[src/rtl/press_capture.sv]
// press_capture: synchronises and debounces k1/k2 and captures each press as one bit (k1 = 1, k2 = 0).
// The bit is delivered over valid/ack and shifted into the press history. Define PRESS_CAPTURE_STATS_EN for press/drop counters.
module press_capture #(
    parameter int DEBOUNCE_CYCLES = 500000,
    parameter int HIST_LEN        = 20,
    parameter bit ACTIVE_LOW      = 1'b1
) (
    input  logic                CLOCK_50,
    input  logic                reset,
    input  logic                k1,
    input  logic                k2,
    input  logic                ack,
    output logic                press_valid,
    output logic                press_bit,
    output logic [HIST_LEN-1:0] history,
    output logic [4:0]          hist_fill,
    output logic                conflict,
    output logic [15:0]         press_count,
    output logic [15:0]         drop_count
);

    localparam int                CNT_W        = $clog2(DEBOUNCE_CYCLES);
    localparam logic [CNT_W-1:0]  CNT_LAST     = CNT_W'(DEBOUNCE_CYCLES - 1);
    localparam logic [4:0]        FILL_MAX     = 5'(HIST_LEN);
    localparam logic              RAW_RELEASED = ACTIVE_LOW;

    localparam logic [1:0] IDLE    = 2'd0;
    localparam logic [1:0] PENDING = 2'd1;
    localparam logic [1:0] HOLD    = 2'd2;

    // Index 0 is k1, index 1 is k2 throughout.
    logic [1:0]       raw;
    logic [1:0]       sync_meta;
    logic [1:0]       sync_out;
    logic [1:0]       level;
    logic [CNT_W-1:0] deb_cnt [2];
    logic [1:0]       deb_level;
    logic [1:0]       press_evt;
    logic [1:0]       state;

    assign raw   = {k2, k1};
    assign level = ACTIVE_LOW ? ~sync_out : sync_out;

    always_ff @(posedge CLOCK_50) begin
        if (reset) begin
            sync_meta <= {2{RAW_RELEASED}};
            sync_out  <= {2{RAW_RELEASED}};
        end else begin
            sync_meta <= raw;
            sync_out  <= sync_meta;
        end
    end

    // The press event is registered on the same edge the debounced level rises.
    always_ff @(posedge CLOCK_50) begin
        if (reset) begin
            for (int i = 0; i < 2; i++) begin
                deb_cnt[i] <= '0;
            end
            deb_level <= 2'b00;
            press_evt <= 2'b00;
        end else begin
            for (int i = 0; i < 2; i++) begin
                press_evt[i] <= 1'b0;
                if (level[i] == deb_level[i]) begin
                    deb_cnt[i] <= '0;
                end else if (deb_cnt[i] == CNT_LAST) begin
                    deb_level[i] <= level[i];
                    deb_cnt[i]   <= '0;
                    press_evt[i] <= level[i];
                end else begin
                    deb_cnt[i] <= deb_cnt[i] + CNT_W'(1);
                end
            end
        end
    end

    always_ff @(posedge CLOCK_50) begin
        if (reset) begin
            state       <= IDLE;
            press_valid <= 1'b0;
            press_bit   <= 1'b0;
            history     <= '0;
            hist_fill   <= 5'd0;
            conflict    <= 1'b0;
        end else begin
            conflict <= 1'b0;
            case (state)
                IDLE: begin
                    if (press_evt == 2'b11) begin
                        conflict <= 1'b1;
                        state    <= HOLD;
                    end else if (press_evt != 2'b00) begin
                        press_bit   <= press_evt[0];
                        press_valid <= 1'b1;
                        state       <= PENDING;
                    end
                end
                PENDING: begin
                    if (ack) begin
                        press_valid <= 1'b0;
                        history     <= {history[HIST_LEN-2:0], press_bit};
                        if (hist_fill != FILL_MAX) begin
                            hist_fill <= hist_fill + 5'd1;
                        end
                        state <= HOLD;
                    end
                end
                HOLD: begin
                    // A button still held must be released before it can trigger again.
                    if (deb_level == 2'b00) begin
                        state <= IDLE;
                    end
                end
                default: begin
                    state <= IDLE;
                end
            endcase
        end
    end

`ifdef PRESS_CAPTURE_STATS_EN
    logic        accept;
    logic [1:0]  drop_inc;
    logic [15:0] press_cnt_r;
    logic [15:0] drop_cnt_r;

    // Outside IDLE every event is ignored; in IDLE only a simultaneous pair is dropped.
    always_comb begin
        accept   = (state == PENDING) && ack;
        drop_inc = 2'd0;
        case (state)
            IDLE: begin
                if (press_evt == 2'b11) begin
                    drop_inc = 2'd2;
                end
            end
            default: begin
                drop_inc = {1'b0, press_evt[0]} + {1'b0, press_evt[1]};
            end
        endcase
    end

    always_ff @(posedge CLOCK_50) begin
        if (reset) begin
            press_cnt_r <= 16'd0;
            drop_cnt_r  <= 16'd0;
        end else begin
            if (accept) begin
                press_cnt_r <= press_cnt_r + 16'd1;
            end
            drop_cnt_r <= drop_cnt_r + 16'(drop_inc);
        end
    end

    assign press_count = press_cnt_r;
    assign drop_count  = drop_cnt_r;
`else
    assign press_count = 16'd0;
    assign drop_count  = 16'd0;
`endif

endmodule

[config.mk]
export PLATFORM = sky130hd
export DESIGN_NAME = press_capture
export DESIGN_NICKNAME = d
export VERILOG_FILES = /design/src/rtl/press_capture.sv
export SDC_FILE = /design/constraint.sdc
export NUM_CORES = 1
export LEC_CHECK = 0
export ABC_AREA = 1
export CORE_UTILIZATION = 58
export DETAILED_ROUTE_END_ITERATION = 8
export PLACE_DENSITY = 0.89
export SLEW_MARGIN = 20
export SYNTH_ARGS = -nofsm -noshare
export SYNTH_HDL_FRONTEND = slang
export SYNTH_SLANG_ARGS = --single-unit
[constraint.sdc]
create_clock -name CLOCK_50 -period 2.8 [get_ports CLOCK_50]
set_input_delay 0.28 -clock CLOCK_50 [delete_from_list [all_inputs] [get_ports CLOCK_50]]
set_output_delay 0.28 -clock CLOCK_50 [all_outputs]
set_load 0.01 [all_outputs]
==> metrics.md, run 1 <==
| Metric | Value |
|---|---|
| Status | finished clean |
| Distinct cells, synth | 35 |
| CP Launch Type | register |
| DR vias | 3318 |
| Routed len/inst | 11.81 um |
| Clock buffer depth | 2 |
| Vias in the first global route | 3009 |
| Nets@finish | between 500 and 600 |
| Placer Congestion | around 0.9 |
| Initial antenna violation count | 0 |
| Initial Util | 0.5976 |
| Clock Power Share | 0.396 |
| ANT nets after route | 0 |
| Die H | 85.44 um |
| Num rows | 30 |
| Req. time, crit path | 3000 ps |
| Share of cells above drive strength 1 | 0.06932 |
| Worst-margin pin slew | 597.3 ps |
| Final setup violation count | 0 |
| Inserted Clock Buffers | 9 |
| DP HPWL | around 5.5 mm |
| Number of synthesized register bits | 76 |
| Arrival time at the worst endpoint | a little under 2000 ps |
| CP Buf/Inv Count | 0 |
| Seq/Total Area, Yosys | 0.4710 |
| Die X | around 85 um |
| Gate Count Post-Synth | 500 |
| Core footprint | slightly below 7000 sq um |
| Hold crit path type | reg2reg |
| Endpoints failing hold | 0 |
| Final Cycle Share | 0.6359 |
| Switching Share | 0.2593 |
| Vias/cell | between 5 and 6 |
| N_diodes | 0 |
| Crit-path cells | ha_1 > nand3_1 > nor2_1 > nand3_1 > nand3_2 > nor2_1 |
| Main synth FF type | edfxtp_1 |
| Remaining Overflow, GRT | 0 |
| Sequential power share | 0.558 |
| Sw power | approximately 0.57 mW |
| Post-synth EDFFs | 38 |
| CTS tree | built |
| CTS sink count | 76 |
| DRC | 0 |
| Min Tclk post-route | about 1800 ps |
| Cell family with the largest share of critical-path delay | simple AND/OR/NAND/NOR gates |
| Hold-fix buffer count after cts | 0 |
| Clk Latency, worst-skew pair | approximately 360 ps |
| Total die area | 7299 sq um |
| Post-CTS setup buffer count | 0 |
| Slew Limit Fails | 0 |
| WS Path Type | reg2reg |
| Combinational group share of total power | 0.046 |
| Largest cells by area after synthesis | edfxtp_1, dfxtp_1, nor2_1, nand2_1, buf_4 |
| Root Driver | clkbuf_8 |
| Worst-path fanout max | 19 |
| Post-Layout Cell Count | ~660 |
| Critical Path Max Stage Delay | between 400 and 500 ps |
| Async set-or-reset flop fraction in the synthesized netlist | 0 |
| Fmax | about 0.56 GHz |
| H-tree depth | 3 |
| Synth warnings | 0 |
| Post-Route WL | 7.762 mm |
| Syn avg cell area | 8.075 sq um |
| Port-buffer cells | 32 |
| Post-Syn Area | between 4000 and 5000 sq um |
| Internal | approximately 1.6 mW |
| Largest net degree at the start of global routing | 28 |
| Slowest cell on the critical path | edfxtp_1 |
| Max-slew headroom | 0.6013 |
| Max Cap Violations | 0 |
| First-pass GRT wire length | roughly 13 mm |
| Iteration-0 DRC Markers | approximately 250 |
| Worst Setup End Kind | register |
| Area Overhead vs Synth | 14.84% |
| Pre-antenna DRT Iters | 5 |
| Leakage | 1.947 nW |
| PD cells | roughly 470 nW/um^2 |
| Setup TNS | 0 ps |
| Overall Global Routing Usage | 0.2240 |
| CTS clk-pin slew, worst paths | about 90 ps |
| Yosys top cell area share | 0.2826 |
| Unrepaired setup endpoints after global routing | no |
| Ports | 65 |
| Largest area contributor in the netlist | edfxtp_1 |
| Placed cells | around 640 |
| Fin Clk Skew | around 15 ps |
| Post-CTS sizing | 0 |
| Worst VDD drop | 346.1 uV |
-- through the flow --
step	worst slack (ps)	hold slack (ps)	power (mW)	instance area (sq um)	utilization
after global placement	769.1	395.4	1.339	4431	0.6557
after global routing	864.5	433.8	2.261	4637	0.6863
after floorplan	1233	383.8	1.353	4293	-
final	1019	416.7	2.188	4637	0.6863
after CTS	1033	421.0	2.193	4637	0.6863
after detailed placement	693.1	400.0	1.343	4431	0.6557
-- power groups by stage --
stage	registers, mW	logic [mW]	clock network, mW
floorplan	1.24	0.116	0
global placement	1.24	0.0941	0
detailed placement	1.25	0.0970	0
CTS	1.22	0.0979	0.875
global route	1.23	0.115	0.920
finish	1.22	0.101	0.866
-- cell usage in the layout (no fill, tap or decap), types with 2 or more instances in the layout --
cell             synthesis  layout
a21oi_2                  2       2
clkbuf_8                 0       9
nor3_1                   6       6
nor2_2                   6       6
inv_8                    0       2
nand4_1                 10      10
edfxtp_1                38      38
o21ai_0                 25      25
nand3b_1                 3       3
or2_2                    5       5
and2_1                   2       2
nand3_2                  2       2
clkdlybuf4s50_1          0      32
ha_1                     6       6
nand3_1                 25      25
xnor2_1                  8       8
nor2_1                 116     116
xor2_1                  12      12
nor2_4                   2       2
inv_1                   43      43
dfxtp_1                 38      38
nand2_1                 80      80
inv_6                    0       3
buf_4                   32       2
a21oi_1                 18      18
conb_1                   2      70
-- worst paths after layout --
check,startpoint,slack (ps),cells after the start,end
worst max-delay path,deb_cnt[0][0],1020,6,deb_cnt[0][0]
worst min-delay path,sync_meta[1],420,1,sync_out[1]
worst max register to register,deb_cnt[0][0],1020,6,deb_cnt[0][0]
worst min register to register,sync_meta[1],420,1,sync_out[1]
-- final cells by class --
cell class	count	area (sq um)
multi-input combinational	407	1928
timing repair buffer	34	335.3
sequential	76	1902
inverter	44	165.2
clock buffer	10	148.9
clock inverter	6	57.56
tap	80	100.1
fill	515	2120
-- routing by layer --
metal,share of wire,vias to the layer above,track usage
met4,0.015,0,0.08939
met3,0.070,12,0.07490
met1,0.45,1541,0.2775
li1,-,1657,-
met2,0.47,108,0.3615
met5,0,-,0
-- state kept, by name, summed over array words and instances (netlist names) --
name / count
deb_cnt: 38
history: 20
hist_fill: 5
sync_meta: 2
press_bit: 1
press_evt: 2
state: 2
sync_out: 2
conflict: 1
press_valid: 1
deb_level: 2
-- Yosys cell counts, drive strengths merged (6+ instances only) --
cell type,count
a21oi,20
buf,34
clkbuf,7
dfxtp,38
edfxtp,38
ha,6
inv,44
nand2,82
nand3,28
nand4,10
nor2,124
nor3,7
o21ai,25
or2,6
xnor2,8
xor2,12
-- cell families (layout without fill, tap and decap cells) --
| family | after synthesis | after routing | synth area share |
|---|---|---|---|
| fa+ha+maj | 6 | 6 | 0.01859 |
| flops | 76 | 76 | 0.4710 |
| other cells | 2 | 70 | 0.001860 |
| xor+xnor | 20 | 20 | 0.04338 |
| buf+inv | 85 | 94 | 0.1147 |
| compound gates | 48 | 48 | 0.06353 |
| simple gates | 263 | 263 | 0.2870 |
Note: power is estimated with default switching activity, not from simulation.
==> run 2, diff against run 1 <==
--- a/config.mk
+++ b/config.mk
@@ -6,9 +6,9 @@
 export NUM_CORES = 1
 export LEC_CHECK = 0
 export ABC_AREA = 1
-export CORE_UTILIZATION = 58
+export CORE_UTILIZATION = 54
 export DETAILED_ROUTE_END_ITERATION = 8
-export PLACE_DENSITY = 0.89
+export PLACE_DENSITY = 0.83
 export SLEW_MARGIN = 20
 export SYNTH_ARGS = -nofsm -noshare
 export SYNTH_HDL_FRONTEND = slang
==> constraint.sdc (replaced) <==
create_clock -name CLOCK_50 -period 1.8 [get_ports CLOCK_50]
set_input_delay 0.18 -clock CLOCK_50 [delete_from_list [all_inputs] [get_ports CLOCK_50]]
set_output_delay 0.18 -clock CLOCK_50 [all_outputs]
set_load 0.01 [all_outputs]
==> metrics.md, run 2 (synthesis gave the netlist of run 1 again) <==
| Metric | Value |
|---|---|
| Status | finished clean |
| Largest net degree at the start of global routing | 21 |
| Worst-path fanout max | 10 |
| Worst-margin pin slew | 590.4 ps |
| Top flop regs | deb_cnt x38, history x20, hist_fill x5 |
| Worst Setup End Kind | register |
| Req. time, crit path | approximately 1900 ps |
| Vias/cell | slightly below 5 |
| Num rows | 31 |
| Routed len/inst | 11.91 um |
| CTS clk-pin slew, worst paths | about 80 ps |
| Hold crit path type | in2reg |
| Slew Limit Fails | 0 |
| CTS tree | built |
| Share of cells above drive strength 1 | 0.07904 |
| Die X | 88.47 um |
| Hold-fix buffer count after cts | 0 |
| Max reg flops | 38 |
| Final Cycle Share | 0.9239 |
| Initial antenna violation count | 0 |
| Min Tclk post-route | between 1500 and 2000 ps |
| DRC | 0 |
| Endpoints failing hold | 0 |
| Placer Congestion | 0.8437 |
| Die H | between 80 and 90 um |
| Clock buffer depth | 2 |
| Initial Util | 0.5567 |
| CTS sink count | 76 |
| Remaining Overflow, GRT | 0 |
| Overall Global Routing Usage | 0.2149 |
| Root Driver | clkbuf_8 |
| PD cells | ~800 nW/um^2 |
| Worst VDD drop | ~580 uV |
| Max Cap Violations | 0 |
| CP Launch Type | register |
| Inserted Clock Buffers | 9 |
| Leakage | about 2 nW |
| Post-CTS setup buffer count | 0 |
| Pre-antenna DRT Iters | 6 |
| Max-slew headroom | 0.6060 |
| Port-buffer cells | 32 |
| DR vias | around 3400 |
| Clk Latency, worst-skew pair | ~350 ps |
| Ports | 65 |
| DP HPWL | roughly 5.5 mm |
| Hold_ws | about 390 ps |
| Fmax | about 0.60 GHz |
| H-tree depth | 3 |
| Most frequent cells in the layout | nor2_1, nand2_1, conb_1 |
| Nets@finish | 588 |
| Core footprint | ~7300 sq um |
| Post-Route WL | approximately 8 mm |
| First-pass GRT wire length | between 10 and 15 mm |
| Area Overhead vs Synth | 18.53% |
| ANT nets after route | 0 |
| Pwr Total | about 3.8 mW |
| Commonest non-fill, non-tap cell in the layout | nor2_1 |
| Final setup violation count | 0 |
| Largest register by flop count | deb_cnt |
| Iteration-0 DRC Markers | ~210 |
| Total die area | 7827 sq um |
| Fin Clk Skew | 9.317 ps |
| Vias in the first global route | roughly 3000 |
| Arrival time at the worst endpoint | 1760 ps |
| WS Path Type | reg2reg |
| N_diodes | 0 |
-- run 2: layout make-up --
class | count | area (sq um)
fill | 570 | 2467
multi-input combinational | 408 | 1967
sequential | 76 | 1902
timing repair buffer | 38 | 365.4
inverter | 44 | 165.2
clock inverter | 7 | 138.9
clock buffer | 9 | 123.9
tap | 99 | 123.9
-- run 2: stage by stage --
| step | utilization | area, sq um | TNS [ps] | worst slack (ps) | cells |
|---|---|---|---|---|---|
| 6_report | 0.6598 | 4786 | 0 | 136.9 | 681 |
| 3_5_place_dp | 0.6183 | 4484 | 0 | 78.43 | 664 |
| 5_1_grt | 0.6598 | 4786 | -41.07 | -16.53 | 681 |
| 2_1_floorplan | - | 4293 | 0 | 233.0 | 568 |
| 3_3_place_gp | 0.6183 | 4484 | 0 | 179.2 | 664 |
| 4_1_cts | 0.6545 | 4747 | 0 | 57.33 | 680 |
-- run 2: per-layer routing --
layer / routed length (um) / GRT usage / part of all wire / vias up
li1: - / - / - / 1666
met4: 164 / 0.08651 / 0.020 / 0
met1: 3554 / 0.2692 / 0.44 / 1558
met5: 0 / 0 / 0 / -
met3: 555 / 0.05597 / 0.068 / 20
met2: 3834 / 0.3545 / 0.47 / 137
-- run 2: worst paths after layout --
check,startpoint,end,slack (ps),cells past startpoint
min,k1,sync_meta[0],390,2
max,deb_cnt[0][0],deb_cnt[0][18],140,6
min reg2reg,sync_meta[0],sync_out[0],420,1
max reg2reg,deb_cnt[0][0],deb_cnt[0][18],140,6
-- run 2: what timing repair did --
action	CTS	global route
resized for setup	0	4
setup endpoints to repair	0	22
hold endpoints to repair	0	0
-- run 2: worst max-delay path, stage by stage, from the launching register on --
cell      delay (ps)
edfxtp_1         400
ha_1             200
nand3_1          190
nor2_1           190
nand3_2          160
nand3_4          200
nor2_1            80
-- run 2: report_power, final --
group,total [mW],switching (mW),internal [mW]
clock network,1.70,0.640,1.06
registers,1.90,0.0433,1.85
logic,0.172,0.120,0.0523
total,3.77,0.804,2.97
